## config.mk

```make
export PLATFORM = sky130hd
export DESIGN_NAME = microop_sequencer
export DESIGN_NICKNAME = d
export VERILOG_FILES = /design/src/rtl/microop_sequencer.sv
export SDC_FILE = /design/constraint.sdc
export NUM_CORES = 1
export LEC_CHECK = 0
export ABC_CLOCK_PERIOD_IN_PS = 3300
export BUFFER_PORTS_ARGS = -buffer_cell sky130_fd_sc_hd__buf_4
export CAP_MARGIN = 15
export CORE_ASPECT_RATIO = 1.4
export CORE_UTILIZATION = 57
export DETAILED_ROUTE_END_ITERATION = 8
export HOLD_SLACK_MARGIN = 0.08
export PLACE_DENSITY_LB_ADDON = 0.2
export SLEW_MARGIN = 20
export SYNTH_ARGS = -nofsm -noshare
export SYNTH_HDL_FRONTEND = slang
export SYNTH_SLANG_ARGS = --single-unit
```

## constraint.sdc

```tcl
create_clock -name clk -period 3.3 [get_ports clk]
set_input_delay 0.33 -clock clk [delete_from_list [all_inputs] [get_ports clk]]
set_output_delay 0.33 -clock clk [all_outputs]
set_load 0.005 [all_outputs]
```

## src/rtl/microop_sequencer.sv

```systemverilog
`default_nettype none
// ============================================================================
//  Module      : microop_sequencer
//  Description : Fetch/decode/execute sequencer that turns a byte-coded
//                program held in synchronous RAM into 16-bit micro-op words
//                for the control unit, with an operand buffer, a status
//                handshake on the settle phase and sticky illegal reporting.
//  Revision    : 1.0 - initial release
// ============================================================================
module microop_sequencer (
    input  logic        clk,
    input  logic        rst_n,
    input  logic [7:0]  mem_dataout,
    input  logic [1:0]  status,
    output logic [15:0] control_signals,
    output logic [7:0]  ibuf,
    output logic        halted,
    output logic        illegal
);

    // Sequencer states; SETTLE may last several cycles, all others one.
    typedef enum logic [3:0] {
        S_FETCH   = 4'd0,
        S_FWAIT   = 4'd1,
        S_DECODE  = 4'd2,
        S_OPFETCH = 4'd3,
        S_OPWAIT  = 4'd4,
        S_OPINC   = 4'd5,
        S_EXEC    = 4'd6,
        S_ACT     = 4'd7,
        S_SETTLE  = 4'd8,
        S_HALT    = 4'd9
    } state_t;

    // Instruction class, decoded once when the opcode byte arrives.
    typedef enum logic [2:0] {
        OP_NOP  = 3'd0,
        OP_LDI  = 3'd1,
        OP_ALU  = 3'd2,
        OP_JMP  = 3'd3,
        OP_HALT = 3'd4,
        OP_ILL  = 3'd5
    } opclass_t;

    // Last settle cycle index before the handshake is declared lost.
    localparam logic [1:0] c_SETTLE_LAST  = 2'd3;
    // Status code that confirms the control unit consumed the action.
    localparam logic [1:0] c_STATUS_DONE  = 2'd1;
    // states field values carried in the top two bits of the word.
    localparam logic [1:0] c_STATES_IDLE  = 2'd0;
    localparam logic [1:0] c_STATES_XFER  = 2'd1;
    // Register-operand selector codes.
    localparam logic [1:0] c_ROP_NONE     = 2'd0;
    localparam logic [1:0] c_ROP_IBUF     = 2'd1;
    localparam logic [1:0] c_ROP_ALU      = 2'd2;

    state_t     r_state;
    state_t     w_next_state;
    opclass_t   r_class;
    opclass_t   w_fetch_class;
    logic [2:0] r_reg;
    logic [7:0] r_ibuf;
    logic [1:0] r_settle_cnt;
    logic [1:0] w_settle_cnt_next;
    logic       w_set_illegal;
    logic [15:0] r_ctrl;
    logic [15:0] w_next_word;
    logic       r_halted;
    logic       r_illegal;
    // Low after reset release until the first edge, so that the FETCH word
    // is presented for one full clock cycle before the machine advances.
    logic       r_run;

    // Assemble a micro-op word from its individual fields.
    function automatic logic [15:0] pack_word(
        input logic [1:0] states_f,
        input logic       ei,
        input logic       ea,
        input logic       csel,
        input logic       rd_en,
        input logic       ipopsel,
        input logic [1:0] ropsel,
        input logic [2:0] regsel,
        input logic [3:0] asel
    );
        return {states_f, ei, ea, csel, rd_en, ipopsel, ropsel, regsel, asel};
    endfunction

    // Classify the incoming program byte so only class and register are kept.
    always_comb begin
        w_fetch_class = OP_ILL;
        case (mem_dataout[7:4])
            4'h0:    w_fetch_class = OP_NOP;
            4'h1:    w_fetch_class = OP_LDI;
            4'h2:    w_fetch_class = OP_ALU;
            4'h4:    w_fetch_class = OP_JMP;
            4'hF:    w_fetch_class = OP_HALT;
            default: w_fetch_class = OP_ILL;
        endcase
    end

    // Next-state logic, settle-phase timeout counting and illegal detection.
    always_comb begin
        w_next_state      = r_state;
        w_settle_cnt_next = r_settle_cnt;
        w_set_illegal     = 1'b0;
        if (!r_run) begin
            w_next_state = S_FETCH;
        end else begin
            case (r_state)
                S_FETCH:   w_next_state = S_FWAIT;
                S_FWAIT:   w_next_state = S_DECODE;
                S_DECODE: begin
                    case (r_class)
                        OP_NOP:  w_next_state = S_FETCH;
                        OP_LDI,
                        OP_ALU,
                        OP_JMP:  w_next_state = S_OPFETCH;
                        OP_HALT: w_next_state = S_HALT;
                        default: begin
                            w_next_state  = S_HALT;
                            w_set_illegal = 1'b1;
                        end
                    endcase
                end
                S_OPFETCH: w_next_state = S_OPWAIT;
                S_OPWAIT:  w_next_state = S_OPINC;
                S_OPINC:   w_next_state = S_EXEC;
                S_EXEC:    w_next_state = (r_class == OP_ALU) ? S_FETCH : S_ACT;
                S_ACT: begin
                    w_next_state      = S_SETTLE;
                    w_settle_cnt_next = 2'd0;
                end
                S_SETTLE: begin
                    if (status == c_STATUS_DONE) begin
                        w_next_state = S_FETCH;
                    end else if (r_settle_cnt == c_SETTLE_LAST) begin
                        w_next_state  = S_HALT;
                        w_set_illegal = 1'b1;
                    end else begin
                        w_settle_cnt_next = r_settle_cnt + 2'd1;
                    end
                end
                S_HALT:    w_next_state = S_HALT;
                default:   w_next_state = S_FETCH;
            endcase
        end
    end

    // Micro-op word for the state being entered; registered at the edge.
    always_comb begin
        w_next_word = 16'h0000;
        case (w_next_state)
            S_FETCH,
            S_OPFETCH: w_next_word = pack_word(c_STATES_IDLE, 1'b0, 1'b0, 1'b1, 1'b1,
                                               1'b0, c_ROP_NONE, 3'd0, 4'd0);
            S_DECODE,
            S_OPINC:   w_next_word = pack_word(c_STATES_IDLE, 1'b1, 1'b0, 1'b0, 1'b0,
                                               1'b0, c_ROP_NONE, 3'd0, 4'd0);
            S_EXEC: begin
                if (r_class == OP_ALU) begin
                    w_next_word = pack_word(c_STATES_IDLE, 1'b0, 1'b1, 1'b0, 1'b0,
                                            1'b0, c_ROP_ALU, r_reg, r_ibuf[3:0]);
                end else begin
                    w_next_word = pack_word(c_STATES_XFER, 1'b0, 1'b0, 1'b0, 1'b0,
                                            1'b0, c_ROP_NONE, 3'd0, 4'd0);
                end
            end
            S_ACT: begin
                if (r_class == OP_LDI) begin
                    w_next_word = pack_word(c_STATES_IDLE, 1'b0, 1'b0, 1'b0, 1'b0,
                                            1'b0, c_ROP_IBUF, r_reg, 4'd0);
                end else if (r_class == OP_JMP) begin
                    w_next_word = pack_word(c_STATES_IDLE, 1'b1, 1'b0, 1'b0, 1'b0,
                                            1'b1, c_ROP_NONE, 3'd0, 4'd0);
                end else begin
                    w_next_word = 16'h0000;
                end
            end
            default:   w_next_word = 16'h0000;
        endcase
    end

    // State, output word, operand buffer and status flags.
    always_ff @(posedge clk or negedge rst_n) begin
        if (!rst_n) begin
            r_state      <= S_FETCH;
            r_run        <= 1'b0;
            r_class      <= OP_NOP;
            r_reg        <= 3'd0;
            r_ibuf       <= 8'h00;
            r_settle_cnt <= 2'd0;
            r_ctrl       <= 16'h0000;
            r_halted     <= 1'b0;
            r_illegal    <= 1'b0;
        end else begin
            r_run        <= 1'b1;
            r_state      <= w_next_state;
            r_ctrl       <= w_next_word;
            r_settle_cnt <= w_settle_cnt_next;
            r_halted     <= (w_next_state == S_HALT);
            if (w_set_illegal) begin
                r_illegal <= 1'b1;
            end
            if (r_state == S_FWAIT) begin
                r_class <= w_fetch_class;
                r_reg   <= mem_dataout[2:0];
            end
            if (r_state == S_OPWAIT) begin
                r_ibuf <= mem_dataout;
            end
        end
    end

    assign control_signals = r_ctrl;
    assign ibuf            = r_ibuf;
    assign halted          = r_halted;
    assign illegal         = r_illegal;

endmodule
`default_nettype wire
```

==> metrics list, run 1 <==
- The synthesized design contains 36 register bits.
* Count of instances resized after the clock tree is built: 0
- The worst setup path is launched from a flip-flop.
* Setup repair after global routing missed its margin: false
- At the pin with the least slew margin, the transition time is 0.682 ns.
- Die height: 66.2 um
- Counting the buffers created by CTS gives 5.
- Of all flip-flops after synthesis, the portion carrying an async set or reset was 100%.
- Synth Net Count: 157
* Clock Skew: 0.00628 ns
- For this design the ratio of total power to cell area is 768 nW/um^2.
- CP max stage delay: 0.58 ns
* R2R Path End: control_signals[6]
- Global-route wire length before repair: 5.24 mm
- Final ANT Viol Nets: 0
- The critical path in this run is classified as reg2reg.
- The top cell type by area accounts for 53.6% of the synthesized area.
- Each instance of the synthesized netlist takes up on average 11.7 sq um.
* Final routed wire length divided by cell count: 15.3 um
- Count of cell types in the netlist: 42
* Dominant cells by area after synthesis: sky130_fd_sc_hd__dfrtp_1 (54%), sky130_fd_sc_hd__mux2_2 (8.7%), sky130_fd_sc_hd__nor2_1 (3.1%), sky130_fd_sc_hd__buf_4 (2.7%), sky130_fd_sc_hd__nor2b_1 (1.9%)
* Max VDD drop: 0.585 mV
- Overall overflow remaining after global route: 0
- Count of synthesis-stage warnings from yosys: 0
- The floorplan step defined a die boundary enclosing 3170 sq um.
* Final Util: 74.8%
- Kind of capture point of the worst setup path: flip-flop
- Overall fraction of global-route tracks in use: 24.3%
- Total negative slack: 0 ns
- In this run the worst path has a maximum fanout of 14.
- Crit-path leading delay family: compound AO/OA/AOI/OAI gates
* Largest area contributor in the netlist: sky130_fd_sc_hd__dfrtp_1
* Effective utilization at floorplan: 62.3%
- Summing the sequential cell areas from Yosys gives 53.6% of the chip area.
- The critical path ends at control_signals[6].
* Antenna diode instance count: 0
- In this run the register-to-register setup slack is 1.33 ns.
* X dimension of the die: 47.9 um
- Share of post-route cells with drive strength above 1: 35.7%
- Class of the tightest hold or removal check: in2reg
- Net count of the finished layout: 194
* Final-report max-slew violation count: 0
- Number of antenna violations at the first check in global routing: 0
* Count of buffer and inverter cells on the critical path: 0
- Post-synth EDFFs: 0
- From synthesis to final layout, the design area changed by 20.1%.
* Via count of the first global-routing pass: 1227
- Endpoint required time on the critical path: 3.58 ns
- After detailed routing, the total wire length is 3.33 mm.
- Among all flip-flop cells after synthesis, the most frequent one is sky130_fd_sc_hd__dfrtp_1.
- In the routed design, unresolved DRC markers number 0.
- The signal on the critical path passes through nor4b_2 -> o211a_1 -> nor4_1 -> o32a_1 -> nor2b_1.
* Filler instances: 222
- The clock net in this run drives a total of 36 sinks.
* Drt via density: 5.68
* Leakage power total: 0.962 nW
* Crit path max-delay cell type: sky130_fd_sc_hd__dfrtp_1
* Reg-to-Reg Start: r_state[0]
* Vias post-DR: 1239
- No sink is reached through more buffers than the 2 on the longest clock path.
* FMAX: 507 MHz
* Total number of H-tree levels: 2
- The critical path starts at r_state[0].
- Hold-fix buffers, CTS: 1
* Final setup violation count: 0
* Length in cells of the worst reg-to-reg path: 5
* CTS clock-pin slew for the worst setup and hold paths: 0.11 ns
- The clock period could shrink to 1.97 ns.
* Total stage count of the critical path: 5
* Final weighted congestion in routability-driven placement: 0.977
- Count of boundary I/O pins: 38
- Max FFs per register: 13
* DR iter-0 viols: 22
- Clock tree from TritonCTS: yes
- In the final layout, the multi-input gates occupy 714 sq um.
* Total half-perimeter wirelength after legalization and detailed placement: 2.43 mm
- The number of setup buffers added after CTS is 0.
- Clk Latency, worst-skew pair: 0.34 ns
- Core Footprint: 2700 sq um
- The cell count after synthesis came out at 144.
* Max transition margin: 54.3%
- Summing all flip-flop and latch instances after layout gives 901 sq um.
- Before antenna repair, the detailed router went through 4 iterations.
- The floorplan has 22 rows.
- Largest net degree at the start of global routing: 37
* Data arrival at the endpoint of the critical path: 2.25 ns
* Number of input and output port buffers inserted: 36
- The number of hold violations in the final report came to 0.
- The tool flagged a number of max-cap violations equal to 0.
- Part of the cycle the worst path needs: 59.7%
- The run finished with clean final reports.
- CTS placed an instance of sky130_fd_sc_hd__clkbuf_4 at the clock tree root.
- Post-Synthesis Cell Area: 1680 sq um
per-layer routing:
metal | vias to the layer above | track usage (%) | wire length (um)
met5 | - | 0 | 0
met4 | 0 | 12.8 | 85
met3 | 8 | 6.56 | 159
met2 | 47 | 39.9 | 1800
met1 | 602 | 27.3 | 1280
li1 | 582 | - | -
where the power goes:
part,leakage (nW),internal (mW),switching [mW],total (mW)
Sequential,0.464,0.570,0.154,0.724
Clock,0.0315,0.104,0.139,0.244
Combinational,0.466,0.319,0.263,0.582
Total,0.962,0.993,0.556,1.55
worst reg2reg max path, cell delays in order, from the launching register on:
cell                      delay [ns]
sky130_fd_sc_hd__dfrtp_1        0.58
sky130_fd_sc_hd__nor4b_2        0.45
sky130_fd_sc_hd__o211a_1        0.28
sky130_fd_sc_hd__nor4_1         0.10
sky130_fd_sc_hd__o32a_1         0.39
sky130_fd_sc_hd__nor2b_1        0.12
logic make-up (layout without fill, tap and decap cells):
logic type	count (synthesis)	in the layout	synth area share [%]
DFF	36	36	53.6
AOI/OAI and AO/OA	20	20	9.16
buffers and inverters	11	49	3.87
xor gates and xnor gates	3	3	1.56
muxes	14	14	9.31
and+or+nand+nor	56	56	20.7
other	2	2	0.447
adders and majority gates	2	2	1.34
synthesized netlist by cell type (2+ instances only):
library cell	count
sky130_fd_sc_hd__nand3_1	2
sky130_fd_sc_hd__nor3b_1	3
sky130_fd_sc_hd__o21ai_0	3
sky130_fd_sc_hd__o21bai_1	2
sky130_fd_sc_hd__nor4b_2	2
sky130_fd_sc_hd__a211oi_1	2
sky130_fd_sc_hd__nand3b_1	3
sky130_fd_sc_hd__nor4_1	2
sky130_fd_sc_hd__conb_1	2
sky130_fd_sc_hd__nand4_1	2
sky130_fd_sc_hd__nand2_1	6
sky130_fd_sc_hd__inv_1	4
sky130_fd_sc_hd__mux2_2	13
sky130_fd_sc_hd__o211a_1	2
sky130_fd_sc_hd__buf_4	6
sky130_fd_sc_hd__dfrtp_1	36
sky130_fd_sc_hd__nor2_1	14
sky130_fd_sc_hd__nor3_1	5
sky130_fd_sc_hd__xor2_1	2
sky130_fd_sc_hd__a31oi_1	2
sky130_fd_sc_hd__and2_1	4
sky130_fd_sc_hd__or2_2	2
sky130_fd_sc_hd__a21oi_1	2
sky130_fd_sc_hd__nor2b_1	5
how the worst min path moves through the flow:
stage	start	end	slack, ns	cells past startpoint
2_1_floorplan	rst_n	control_signals[0]	0.03	0
3_3_place_gp	rst_n	halted	0.30	1
3_5_place_dp	rst_n	control_signals[11]	0.31	1
4_1_cts	mem_dataout[3]	ibuf[3]	0.21	2
5_1_grt	mem_dataout[1]	ibuf[1]	0.21	2
6_report	mem_dataout[3]	ibuf[3]	0.23	2
stage by stage:
| step | cell area [sq um] | hold WS (ns) | cells | total power, mW | worst slack, ns |
|---|---|---|---|---|---|
| global route | 2020 | 0.211 | 218 | 1.66 | 1.18 |
| global placement | 1950 | 0.296 | 209 | 1.29 | 1.37 |
| CTS | 2020 | 0.214 | 218 | 1.56 | 1.32 |
| finish | 2020 | 0.226 | 218 | 1.55 | 1.33 |
| detailed placement | 1950 | 0.306 | 209 | 1.31 | 1.35 |
| floorplan | 1680 | 0.0344 | 144 | 1.11 | 1.68 |
cells in the final DEF (no fill, tap or decap), types with 3 or more instances in the layout:
cell type                  instances
sky130_fd_sc_hd__and2_1            4
sky130_fd_sc_hd__buf_4            36
sky130_fd_sc_hd__clkbuf_4          5
sky130_fd_sc_hd__dfrtp_1          36
sky130_fd_sc_hd__inv_1             4
sky130_fd_sc_hd__mux2_2           13
sky130_fd_sc_hd__nand2_1           6
sky130_fd_sc_hd__nand3b_1          3
sky130_fd_sc_hd__nor2_1           14
sky130_fd_sc_hd__nor2b_1           5
sky130_fd_sc_hd__nor3_1            5
sky130_fd_sc_hd__nor3b_1           3
sky130_fd_sc_hd__o21ai_0           3
layout make-up:
type                            count  area share (%)
Multi-Input combinational cell     97            35.4
Timing Repair Buffer               37            13.9
Sequential cell                    36            44.6
Clock buffer                        7            2.73
Inverter                            4           0.744
Clock inverter                      1           0.372
Tap cell                           36            2.23
Power figures use the tool's default switching activity.
==> inputs of run 2 (changes only) <==
--- a/config.mk
+++ b/config.mk
@@ -5,11 +5,12 @@
 export SDC_FILE = /design/constraint.sdc
 export NUM_CORES = 1
 export LEC_CHECK = 0
-export ABC_CLOCK_PERIOD_IN_PS = 3300
+export ABC_AREA = 1
+export ABC_CLOCK_PERIOD_IN_PS = 1900
 export BUFFER_PORTS_ARGS = -buffer_cell sky130_fd_sc_hd__buf_4
 export CAP_MARGIN = 15
 export CORE_ASPECT_RATIO = 1.4
-export CORE_UTILIZATION = 57
+export CORE_UTILIZATION = 53
 export DETAILED_ROUTE_END_ITERATION = 8
 export HOLD_SLACK_MARGIN = 0.08
 export PLACE_DENSITY_LB_ADDON = 0.2
==> constraint.sdc (replaced) <==
create_clock -name clk -period 1.9 [get_ports clk]
set_input_delay 0.19 -clock clk [delete_from_list [all_inputs] [get_ports clk]]
set_output_delay 0.19 -clock clk [all_outputs]
set_load 0.005 [all_outputs]
==> run 2 against run 1 <==
  * Power is 64% higher
  * Design area up 5.3%
  * Wire length is 2.5% higher
  * Critical path type unchanged
  * Die area is 11% higher
  * Hold slack got worse by 0.087 ns
  * Synthesized cell count grew 38%
  * Count of clock-buffer cells in the layout rose by 1
  * Synthesized area is 3.6% higher
  * Global-route usage fell by 1.2 points
  * Maximum frequency up 27%
==> metrics list, run 2 <==
- Leakage power total: 1.12 nW (+16%)
* Largest area contributor in the netlist: sky130_fd_sc_hd__dfrtp_1
* Net count of the finished layout: 251 (+29%)
* Most used flip-flop cell after synthesis: sky130_fd_sc_hd__dfrtp_1
- The site row count came to 24 (+9.1%).
- Final routed wire length divided by cell count: 12.3 um (-20%)
- Max VDD drop: 0.978 mV (+67%)
- The highest attainable clock frequency is 645 MHz (+27%).
- The worst setup path is launched from a flip-flop.
- Area enclosed by the die boundary: 3520 sq um (+11%)
- Count of buffer and inverter cells on the critical path: 1 (+1)
* CTS clock-pin slew for the worst setup and hold paths: 0.07 ns (-0.04 ns)
- The sequential cell area in the final layout is 901 sq um (unchanged).
- The die outline height is 69.8 um (+5.4%).
* Count of synthesis-stage warnings from yosys: 0 (unchanged)
- Final weighted congestion in routability-driven placement: 0.882 (-9.7%)
- The global routing usage summed across all routing layers is 23.1% (-1.2 points).
* Count of endpoints failing hold in the final timing report: 0 (unchanged)
* Max FFs per register: 13 (unchanged)
- The overflow left after global routing was 0 (unchanged).
- The final number of setup-violating endpoints came to 0 (unchanged).
- On the critical path the largest part of the delay comes from simple AND/OR/NAND/NOR gates.
- The count of vias placed by the detailed router came to 1400 (+13%).
- In the layout the commonest cells are sky130_fd_sc_hd__nand2_1 (43), sky130_fd_sc_hd__dfrtp_1 (36), sky130_fd_sc_hd__buf_4 (36), sky130_fd_sc_hd__inv_1 (27).
- Clock tree from TritonCTS: yes
* Filler instances: 281 (+27%)
- The number of sinks handled by clock tree synthesis was 36 (unchanged).
- Sorting the synthesized cells by how often they occur yields sky130_fd_sc_hd__nand2_1 (43), sky130_fd_sc_hd__dfrtp_1 (36), sky130_fd_sc_hd__inv_1 (27).
* Class of the tightest hold or removal check: in2reg
- Compared with the post-synthesis result, the final layout area differs by 22.1%.
* Final ANT Viol Nets: 0 (unchanged)
* Remaining routing DRC violations: 0 (unchanged)
- The largest individual stage delay along the critical path comes from the cell sky130_fd_sc_hd__dfrtp_1.
* Post-route minimum period: 1.55 ns (-0.421 ns)
- FF+latch count, synth: 36 (unchanged)
- Mapped Cells: 199 (+38%)
* Result of the run: completed
* Share of the yosys chip area belonging to registers: 51.8% (-1.8 points)
* DP Cell Count: 269 (+29%)
* Clock Skew: 0.00497 ns (-0.00131 ns)
- MaxCap Viol Count: 0 (unchanged)
- The first-pass GRT wire length came to 5.93 mm (+13%).
- Drt total wl: 3.41 mm (+2.5%)
- The worst setup path is captured at a flip-flop.
* Part of the cycle the worst path needs: 81.6% (+22 points)
- Area share of the largest cell type after synthesis: 51.8% (-1.8 points)
- Data arrival at the endpoint of the critical path: 1.74 ns (-0.51 ns)
- Critical-path cell list: inv_2 -> nand2_2 -> nor2_1 -> nand2_1 -> nand3_2 -> nand2_4 -> nor2_4 -> nand3b_1 -> o21ai_0
* Maximum clock insertion buffer count: 2 (unchanged)
- The count of input and output buffers is 36 (unchanged).
* Total power draw: 2.55 mW (+64%)
- The number of unique standard cell types used by synthesis was 27 (-36%).
* Pwr/cell area: 1200 nW/um^2 (+56%)
- The number of enable-type register cells in the synthesized netlist is 0 (unchanged).
- Proportion of synthesized flip-flops having asynchronous set or reset: 100% (unchanged)
- Effective utilization at floorplan: 55.7% (-6.6 points)
- The HPWL after detailed placement came to 2.49 mm (+2.4%).
- The pin count of the biggest net entering global routing was 37 (unchanged).
- Clock root buffer: sky130_fd_sc_hd__clkbuf_8
* Total number of H-tree levels: 2 (unchanged)
- The multi-input combinational cell area came to 697 sq um (-2.5%).
- Ranked by total cell area, the synthesized netlist is headed by sky130_fd_sc_hd__dfrtp_1 (52%), sky130_fd_sc_hd__nand2_1 (9.3%), sky130_fd_sc_hd__inv_1 (5.8%), sky130_fd_sc_hd__o21ai_0 (5.8%), sky130_fd_sc_hd__nor2_1 (4.3%).
- Synth Net Count: 212 (+35%)
- The number of violations reported at the end of detailed-routing iteration 0 is 39 (+77%).
* Crit Path Max Fanout: 5 (-9)
- The total core area is 3120 sq um (+16%).
- The number of cells in the finished layout apart from fillers came to 278 (+28%).
- The post-detailed-route via-to-cell ratio was 5.04 (-11%).
- Detailed-router iteration count before antenna repair: 4 (unchanged)
* Cts bufs inserted: 5 (unchanged)
- Most common library cell in the layout ignoring fill and taps: sky130_fd_sc_hd__nand2_1
- The required time of the critical path came to 2.09 ns (-1.49 ns).
* Classification of the worst setup path: reg2reg
- The die span in x came to 50.4 um (+5.3%).
* Final-report max-slew violation count: 0 (unchanged)
- Count of boundary I/O pins: 38 (unchanged)
- Post-Synthesis Cell Area: 1740 sq um (+3.6%)
* Count of instances resized after the clock tree is built: 0 (unchanged)
- The share of post-route cells with drive strength above 1 came to 25.9% (-9.8 points).
- The clock latency on the worst-skew pair was 0.28 ns (-0.06 ns).
* Most common cell in the synthesized netlist: sky130_fd_sc_hd__nand2_1
- The sum of negative setup slack was 0 ns (unchanged).
* Average cell area after synthesis: 8.75 sq um (-25%)
- Antenna diode instance count: 0 (unchanged)
* Setup repair after global routing missed its margin: false
* CP max stage delay: 0.43 ns (-0.15 ns)
* Via count of the first global-routing pass: 1398 (+14%)
- The initial antenna violation count was 0 (unchanged).
run 2: changes by cell type after synthesis, moves of 3 or more:
cell,before,now
sky130_fd_sc_hd__inv_1,4,27
sky130_fd_sc_hd__o21ai_0,3,20
sky130_fd_sc_hd__mux2_2,13,3
sky130_fd_sc_hd__nand2_4,0,4
sky130_fd_sc_hd__nand2_2,0,3
sky130_fd_sc_hd__nor2_4,0,3
sky130_fd_sc_hd__nor3b_1,3,0
sky130_fd_sc_hd__nor2b_1,5,0
sky130_fd_sc_hd__nand3_1,2,7
sky130_fd_sc_hd__and2_1,4,0
sky130_fd_sc_hd__nor2_1,14,20
sky130_fd_sc_hd__nand2_1,6,43
run 2: worst paths after layout:
| check | from | to | slack [ns] | cells after the start |
|---|---|---|---|---|
| setup reg to reg | r_state[0] | control_signals[4] | 0.35 | 9 |
| min in group asynchronous | rst_n | r_settle_cnt[0] | 0.40 | 2 |
| hold reg to reg | illegal | illegal | 0.46 | 1 |
| setup / recovery | r_state[0] | control_signals[4] | 0.35 | 9 |
| hold / removal | mem_dataout[3] | ibuf[3] | 0.14 | 2 |
| max in group asynchronous | rst_n | control_signals[4] | 1.19 | 2 |
run 2: logic make-up after synthesis:
family / synth area share (%)
multiplexers: 1.94
AND/OR/NAND/NOR: 28.0
other: 0.432
adder cells (fa/ha/maj): 0.719
AO/OA/AOI/OAI: 8.92
buffers and inverters: 8.20
flip-flops: 51.8
run 2: cell type report:
class	count	share of cell area, %
sequential	36	42.4
timing repair buffer	37	13.2
inverter	29	5.12
clock buffer	8	4.24
multi-input combinational	129	32.8
tap	39	2.30
run 2: through the flow:
step | util [%] | instance area [sq um] | worst slack [ns] | hold WS (ns)
floorplan | - | 1740 | 0.559 | -0.106
global placement | 64.9 | 2030 | 0.388 | 0.173
detailed placement | 64.9 | 2030 | 0.357 | 0.171
CTS | 68.1 | 2130 | 0.333 | 0.129
global route | 68.1 | 2130 | 0.168 | 0.132
finish | 68.1 | 2130 | 0.349 | 0.138
run 2: repair_timing:
action | CTS | global route
setup buffers | 0 | 0
hold buffers | 1 | 0
hold endpoints to repair | 36 | 0
run 2: per-layer routing:
| layer | track usage, % | vias to the layer above | part of all wire (%) |
|---|---|---|---|
| met5 | 0 | - | 0 |
| met4 | 13.3 | 0 | 3.7 |
| met3 | 5.48 | 12 | 3.6 |
| met2 | 39.4 | 40 | 52 |
| met1 | 25.5 | 647 | 41 |
| li1 | - | 701 | - |
run 2: report_power, final:
group / total [mW] / internal [mW] / switching (mW)
clock network: 0.549 / 0.296 / 0.253
logic: 0.857 / 0.385 / 0.473
registers: 1.14 / 0.966 / 0.174
total: 2.55 / 1.65 / 0.900
